## src/rtl/cmd_link_pkg.sv

```systemverilog
// Shared types and defaults for the command/response UART link.
// Holds the RX and TX state encodings and the default inter-byte timeout.
package cmd_link_pkg;

  typedef enum logic [1:0] {
    WAIT_B1,
    WAIT_B2,
    WAIT_B3,
    HOLD
  } rx_state_t;

  typedef enum logic {
    TX_IDLE,
    TX_BUSY
  } tx_state_t;

  localparam logic [15:0] TIMEOUT_CYC_DEFAULT = 16'd50000;

endpackage

```

## src/rtl/inter_byte_timer.sv

```systemverilog
// Counts idle cycles between command bytes.
// Expires on the cycle the count sits at LIMIT-1 while enabled and not cleared.
module inter_byte_timer #(
  parameter logic [15:0] LIMIT = 16'd50000
) (
  input  logic clk,
  input  logic rst_n,
  input  logic clear,
  input  logic enable,
  output logic expire
);

  logic [15:0] count;

  always_ff @(posedge clk) begin
    if (!rst_n) begin
      count <= 16'd0;
    end else if (clear) begin
      count <= 16'd0;
    end else if (enable) begin
      count <= count + 16'd1;
    end
  end

  // A clear in the same cycle means a byte arrived, so the timeout is suppressed.
  assign expire = enable && !clear && (count == LIMIT - 16'd1);

endmodule

```

## src/rtl/cmd_uart_link.sv

```systemverilog
// Assembles 3-byte commands from a UART receiver and sends single response bytes.
// RX and TX sides run as independent FSMs; both expose their state for debug.
module cmd_uart_link
  import cmd_link_pkg::*;
#(
  parameter logic [15:0] TIMEOUT_CYC = TIMEOUT_CYC_DEFAULT
) (
  input  logic        clk,
  input  logic        rst_n,
  input  logic        rx_rdy,
  input  logic [7:0]  rx_data,
  input  logic        tx_done,
  input  logic        clr_cmd_rdy,
  input  logic        send_resp,
  input  logic [7:0]  resp_data,
  output logic [23:0] cmd,
  output logic        cmd_rdy,
  output logic        trmt,
  output logic [7:0]  tx_data,
  output logic        resp_sent,
  output logic        frame_err,
  output logic        overrun,
  output rx_state_t   rx_state_dbg,
  output tx_state_t   tx_state_dbg
);

  // Handshake: rx_rdy, send_resp and tx_done are single-cycle strobes with no
  // back-pressure; a strobe arriving when its FSM cannot use it is dropped.

  rx_state_t rx_state, rx_next;
  tx_state_t tx_state, tx_next;

  logic tmr_clear, tmr_enable, tmr_expire;
  logic load_b1, load_b2, load_b3, drop_byte, tmo_err;
  logic tx_load, tx_finish;

  assign tmr_enable = (rx_state == WAIT_B2) || (rx_state == WAIT_B3);
  assign tmr_clear  = rx_rdy || (rx_state == WAIT_B1) || (rx_state == HOLD);

  inter_byte_timer #(.LIMIT(TIMEOUT_CYC)) u_timer (
    .clk    (clk),
    .rst_n  (rst_n),
    .clear  (tmr_clear),
    .enable (tmr_enable),
    .expire (tmr_expire)
  );

  // RX state register
  always_ff @(posedge clk) begin
    if (!rst_n) rx_state <= WAIT_B1;
    else        rx_state <= rx_next;
  end

  // RX next state
  always_comb begin
    rx_next = rx_state;
    case (rx_state)
      WAIT_B1: if (rx_rdy) rx_next = WAIT_B2;
      WAIT_B2: begin
        if (rx_rdy)          rx_next = WAIT_B3;
        else if (tmr_expire) rx_next = WAIT_B1;
      end
      WAIT_B3: begin
        if (rx_rdy)          rx_next = HOLD;
        else if (tmr_expire) rx_next = WAIT_B1;
      end
      HOLD: if (clr_cmd_rdy) rx_next = rx_rdy ? WAIT_B2 : WAIT_B1;
      default: rx_next = WAIT_B1;
    endcase
  end

  // RX outputs; a release and a new first byte in the same cycle restart assembly
  always_comb begin
    load_b1   = rx_rdy && ((rx_state == WAIT_B1) || ((rx_state == HOLD) && clr_cmd_rdy));
    load_b2   = rx_rdy && (rx_state == WAIT_B2);
    load_b3   = rx_rdy && (rx_state == WAIT_B3);
    drop_byte = rx_rdy && (rx_state == HOLD) && !clr_cmd_rdy;
    tmo_err   = tmr_expire;
  end

  assign cmd_rdy = (rx_state == HOLD);

  always_ff @(posedge clk) begin
    if (!rst_n) begin
      cmd       <= 24'h000000;
      overrun   <= 1'b0;
      frame_err <= 1'b0;
    end else begin
      if (load_b1) cmd[23:16] <= rx_data;
      if (load_b2) cmd[15:8]  <= rx_data;
      if (load_b3) cmd[7:0]   <= rx_data;
      overrun   <= drop_byte;
      frame_err <= tmo_err;
    end
  end

  // TX state register
  always_ff @(posedge clk) begin
    if (!rst_n) tx_state <= TX_IDLE;
    else        tx_state <= tx_next;
  end

  // TX next state
  always_comb begin
    tx_next = tx_state;
    case (tx_state)
      TX_IDLE: if (send_resp) tx_next = TX_BUSY;
      TX_BUSY: if (tx_done)   tx_next = TX_IDLE;
      default: tx_next = TX_IDLE;
    endcase
  end

  // TX outputs
  always_comb begin
    tx_load   = (tx_state == TX_IDLE) && send_resp;
    tx_finish = (tx_state == TX_BUSY) && tx_done;
  end

  always_ff @(posedge clk) begin
    if (!rst_n) begin
      tx_data   <= 8'h00;
      trmt      <= 1'b0;
      resp_sent <= 1'b0;
    end else begin
      if (tx_load) tx_data <= resp_data;
      trmt      <= tx_load;
      resp_sent <= tx_finish;
    end
  end

  assign rx_state_dbg = rx_state;
  assign tx_state_dbg = tx_state;

endmodule

```

## config.mk

```make
export PLATFORM = sky130hd
export DESIGN_NAME = cmd_uart_link
export DESIGN_NICKNAME = d
export VERILOG_FILES = /design/src/rtl/cmd_link_pkg.sv /design/src/rtl/inter_byte_timer.sv /design/src/rtl/cmd_uart_link.sv
export SDC_FILE = /design/constraint.sdc
export NUM_CORES = 1
export LEC_CHECK = 0
export CAP_MARGIN = 0
export CORE_MARGIN = 2
export CORE_UTILIZATION = 52
export CTS_CLUSTER_DIAMETER = 80
export DETAILED_ROUTE_END_ITERATION = 12
export PLACE_DENSITY = 0.81
export RECOVER_POWER = 100
export REMOVE_ABC_BUFFERS = 1
export SLEW_MARGIN = 40
export SYNTH_ARGS = -nofsm -noshare
export SYNTH_HDL_FRONTEND = slang
export SYNTH_HIERARCHICAL = 1
export SYNTH_SLANG_ARGS = --single-unit
```

## constraint.sdc

```tcl
create_clock -name clk -period 3.7 [get_ports clk]
set_input_delay 0.555 -clock clk [delete_from_list [all_inputs] [get_ports clk]]
set_output_delay 0.555 -clock clk [all_outputs]
set_load 0.005 [all_outputs]
```

; Yosys cells after proc, flatten, opt, wreduce, memory -nomap -nowiden
; Index checks and enable logic that the tools add are counted.
[op_classes]
mux = 10
n_addsub = 1
shifts = 0
div = 0
n_mul = 0
n_reduce_logical = 19
magnitude_cmp = 0
n_eq_ne = 6
bitwise_logic = 2
[op_table]
columns = cell, n
row1 = $add 16x1->16 const B, 1
row2 = $eq 16x16->1 const B, 1
row3 = $logic_and 1x1->1, 10
row4 = $mux 2, 5
row5 = $pmux 2 s4, 1
row6 = $eq 2x2->1 const B, 2
row7 = $logic_or 1x1->1, 4
row8 = $ne 2x2->1 const B, 2
row9 = $mux 1, 3
row10 = $eq 2x1->1 const B, 1
row11 = $logic_not 1->1, 2
row12 = $logic_not 2->1, 1
row13 = $not 1->1, 2
row14 = $pmux 1 s2, 1
row15 = $reduce_and 2->1, 1
row16 = $reduce_or 2->1, 1
[word_totals]
in_bits = 22
romBits = 0
regBits = 55
output_inout_bits = 40
word_cells = 49
ram_bits = 0
latch_bits = 0
mem_count = 0

; Depth between registers and ports, before layout
[depth]
word_depth = 9
mapped_depth = 8
ltp_nobuf = 7

; Cells and area by module
; Netlist, hierarchy kept.
[modules_own_cells]
columns = module, cells_per_inst, seq_area_each_um2, instances, area_each_um2
row1 = cmd_uart_link, 180, 780.7, 1, 1581.5
row2 = inter_byte_timer, 91, 320.3, 1, 807.0

; Least setup slack after synthesis
; No wires, ideal clock.
[synth_timing]
path_type = reg-to-reg
startpoint = reg rx_state[0], in the netlist rx_state_dbg[0]
endpoint = reg rx_state[1], in the netlist rx_state_dbg[1]
arrival_ps = 1680
stages_incl_launch_ff = 9
required_time_ps = 3580
setup_slack_ps = 1899
setup_ps = 120
path_buffers = 1
synth_period_minus_slack_ps = 1801
path_cell_list = dfxtp_1 inv_1 ha_1 buf_6 nand3_2 nor4_1 and4bb_1 o211a_1 o22ai_1
[synth_between]
word_cells_on_any_way = 17
classes_between = eq/ne (5) / mux (4) / reduce/logical (8)
[synth_lines]
columns = element, line_no
row1 = from (decl), cmd_uart_link.sv:30  ; rx_state_t rx_state, rx_next;
row2 = from (signal assigned), cmd_uart_link.sv:51  ; else rx_state <= rx_next;
row3 = $eq 2x1->1 / $eq 2x2->1 (equally long branches), cmd_uart_link.sv:37  ; assign tmr_enable = (rx_state == WAIT_B2) || (rx_state == WAIT_B3);
row4 = $logic_or 1x1->1 (*), cmd_uart_link.sv:37
row5 = net tmr_enable, cmd_uart_link.sv:33  ; logic tmr_clear, tmr_enable, tmr_expire;
row6 = $logic_and 1x1->1 (*) (2 in a row), inter_byte_timer.sv:26  ; assign expire = enable && !clear && (count == LIMIT - 16'd1);
row7 = net tmo_err, cmd_uart_link.sv:34  ; logic load_b1, load_b2, load_b3, drop_byte, tmo_err;
row8 = $mux 2 (*), n/a
row9 = "$mux 2, on equally long branches", n/a
row10 = $pmux 2 s4 (*), cmd_uart_link.sv:57  ; case (rx_state)
; Mark *: on every way through the listed nets, which the timed path passes. The rest lies on a longest branch.
; A chain may end at the register's enable or synchronous reset.

; Worst setup path after layout
[layout_timing]
startpoint = in rx_rdy
endpoint = reg cmd[16]
[layout_between]
elab_chain_cells = 1
[layout_rtl]
columns = element, line_no
row1 = from (decl), cmd_uart_link.sv:10  ; input logic rx_rdy,
row2 = $logic_and 1x1->1, cmd_uart_link.sv:74  ; load_b1 = rx_rdy && ((rx_state == WAIT_B1) || ((rx_state == HOLD) && clr_cmd_rdy));
row3 = to (signal assigned), cmd_uart_link.sv:89  ; if (load_b1) cmd[23:16] <= rx_data;
row4 = to (decl), cmd_uart_link.sv:16  ; output logic [23:0] cmd,
; No other way between the ends.

==> flow_metrics.py <==
metrics = {
    "clock_network": {
        "clock_path_buffers": 2,
        "insertion_delay_ns": 0.31,
        "cts_tree": "built",
        "post-cts-setup-buffer-count": 0,
        "cts_buffers": 5,
        "clkTransAtPathRegs_ns": 0.09,
        "cts_root_buf": "clkbuf_8",
        "cts_num_sinks": 55,
        "post_cts_resized": 0,
        "htree_num_levels": 2,
        "postCtsHoldBufs": 0,
    },
    "synthesis": {
        "syn-cell-area_um2": 2390,
        "synth_top_cells_by_count": "64 x nand2_1, 55 x dfxtp_1, 24 x a21boi_0",
        "synth.area.top_cells": "dfxtp_1 46%, nand2_1 10%, a21boi_0 7.5%, mux2i_1 6.3%, nand3_1 4.2%",
        "synth_edf_count": 0,
        "synth_top_area_share_pct": 46.1,
        "yosys.area.top_type": "dfxtp_1",
        "yosys.cell_types.count": 37,
        "synth.yosys.seq_area_share_pct": 46.1,
        "ys_seq_elements": 55,
        "netlist_instances": 271,
        "avgSynthCellArea_um2": 8.81,
        "synthArstFlopShare_pct": 0,
        "synth-main-ff-cell": "dfxtp_1",
        "yosys_warnings": 6,
        "synth.most_common_cell": "nand2_1",
    },
    "drt": {
        "route.detailed.drc": 0,
        "first_pass_iters": 4,
        "wire_per_inst_um": 13.5,
        "detail-route-antenna-nets": 0,
        "vias": 2067,
        "drtIter0Drc": 117,
        "vias_per_cell": 5.44,
        "wirelength_mm": 5.13,
    },
    "layout": {
        "n_antenna_cell": 0,
        "nNetsFinal": 354,
        "area_growth_pct": 31.1,
        "design_area_um2": 3130,
        "drive_gt1_share_pct": 3.35,
    },
    "job": {
        "drv_cap": 0,
    },
    "setup_path": {
        "crit_family": "buffers and inverters",
        "rr_startpoint": "rx_state_dbg[0]",
        "cp-start-kind": "primary input",
        "crit_fanout": 24,
        "reg2reg_slack_ns": 1.50,
        "critPathMaxStageDelay_ns": 0.76,
        "r2r-end": "rx_state_dbg[1]",
        "crit_buf_inv": 3,
        "worst-setup-path-type": "in2reg",
        "path_cells": "clkdlybuf4s50_1 -> clkbuf_1 -> clkinv_1 -> nor2_1 -> mux2i_1",
        "critical_path.slowest_cell": "nor2_1",
        "cp-end-kind": "flip-flop",
        "r2r_cells": 7,
        "required_ns": 3.94,
        "cp.arrival_ns": 2.97,
    },
    "worst_hold_path": {
        "hold_start": "cmd[21]",
        "hold_class": "reg2reg",
        "min_to": "cmd[21]",
        "holdPathStages": 2,
    },
    "placement": {
        "dpl.hpwl_mm": 3.76,
        "io_buffers": 61,
        "place_congestion": 0.829,
        "placed_area_um2": 3010,
    },
    "sta": {
        "fin_crit_sh_pct": 73.7,
        "drv_slew": 0,
        "final.min_clock_period_ns": 2.73,
        "skew_ns": 0.00277,
        "setup_viol": 0,
        "fmax_mhz": 367,
        "tns_ns": 0,
        "tightest_slew_ns": 0.939,
        "max_slew_margin_pct": 37.4,
        "hold_violations": 0,
        "rsz0062_at_grt": "no",
    },
    "status": {
        "status": "finished, final reports clean",
    },
    "global_routing": {
        "grt-ovfl-total": 0,
        "grt_pass1_vias": 1928,
        "grtUsageTotal_pct": 21.2,
        "grt_max_degree": 51,
        "antenna_found_initial": 0,
        "grt_pass1_wl_mm": 8.72,
    },
    "pwr": {
        "power.total_mw": 1.23,
        "p_per_area_nw_per_um2": 394,
        "ir_drop_mv": 0.227,
        "leakage_nw": 1.19,
    },
    "floorplanning": {
        "die_w_um": 71.8,
        "dieArea_um2": 5150,
        "ios": 62,
        "die_y_um": 71.8,
        "rows": 24,
        "initial_core_util_pct": 54.5,
        "coreArea_um2": 4380,
    },
}
[how the worst max path moves through the flow]
stage / start / endpoint / slack (ns) / depth (start not counted)
after floorplan: rx_state_dbg[0] / rx_state_dbg[1] / 1.86 / 7
after global placement: rx_rdy / u_timer/count[9] / 1.28 / 6
after detailed placement: rx_rdy / u_timer/count[15] / 1.16 / 6
after CTS: rx_state_dbg[0] / rx_state_dbg[1] / 1.46 / 7
after global routing: rx_rdy / cmd[18] / 0.71 / 5
final: rx_rdy / cmd[16] / 0.97 / 5
[cells by family (layout without fill, tap and decap cells)]
family,count (synthesis),count (layout),share of synthesized area [%]
mux,15,15,6.29
simple gates,132,132,27.5
fa+ha+maj,5,5,2.62
xor+xnor,4,4,1.47
compound gates,42,42,12.4
buf+inv,18,75,3.67
flops,55,55,46.1
[flip-flops by register name, summed over array words and instances, names as in the netlist]
name and count:
frame_err 1, resp_sent 1, tx_state_dbg 1, overrun 1
cmd 24, tx_data 8, u_timer/count 16, trmt 1
rx_state_dbg 2
[per-stage QoR]
| step | utilization (%) | hold slack, ns | worst slack, ns | std cells |
|---|---|---|---|---|
| after CTS | 71.7 | 0.469 | 1.46 | 380 |
| after global placement | 68.6 | 0.443 | 1.28 | 372 |
| after global routing | 71.4 | 0.491 | 0.713 | 380 |
| after floorplan | - | 0.438 | 1.86 | 257 |
| after detailed placement | 68.6 | 0.448 | 1.16 | 372 |
| final | 71.4 | 0.460 | 0.975 | 380 |
[worst min-delay path, cell delays in order (launching register included)]
cell     delay [ns]
dfxtp_1        0.32
nand2_1        0.05
mux2i_1        0.05
[power breakdown]
part / leakage [nW] / total (mW) / internal, mW / switching (mW)
sequential: 0.447 / 0.624 / 0.612 / 0.0119
clock: 0.0644 / 0.466 / 0.270 / 0.197
combinational: 0.682 / 0.143 / 0.0762 / 0.0667
[per-layer routing]
layer	vias to the layer above	track usage, %	wire length [µm]	part of all wire [%]
li1	1051	-	-	-
met1	950	28.9	2410	47
met2	61	34.0	2360	46
met3	5	5.34	311	6.1
met4	0	5.24	47	0.92
met5	-	0	0	0
[layout by cell type (no fill, tap or decap), types with 2 or more instances in the layout]
master           synthesis  final
nor4_1                   7      7
nand2_1                 64     64
o211a_1                  2      2
a21oi_1                  7      7
bufinv_16                0      2
dlygate4sd3_1            0     42
or4_1                    2      2
nor2_1                   6      7
nand3_1                 20     20
o21ai_0                  3      3
dfxtp_1                 55     55
mux2i_1                 15     15
ha_1                     5      5
inv_1                    3      3
or3_1                    5      5
and2_1                   2      2
nand2b_1                10     10
xor2_1                   3      3
nand4_1                  7      7
a21boi_0                24     24
clkbuf_8                 0      5
clkdlybuf4s50_1          0     19
nor2b_1                  2      2
o31ai_1                  2      2
or4b_1                   2      2
[area by class of cell]
| cell class | instances | area [µm²] |
|---|---|---|
| fillers | 342 | 1250 |
| multi-input cells | 198 | 1190 |
| flip-flops and latches | 55 | 1100 |
| repair buffers | 63 | 622 |
| clock buffers | 5 | 68.8 |
| clock inverters | 3 | 67.6 |
| well taps | 52 | 65.1 |
| inverters | 4 | 15.0 |
Power figures use the tool's default switching activity.
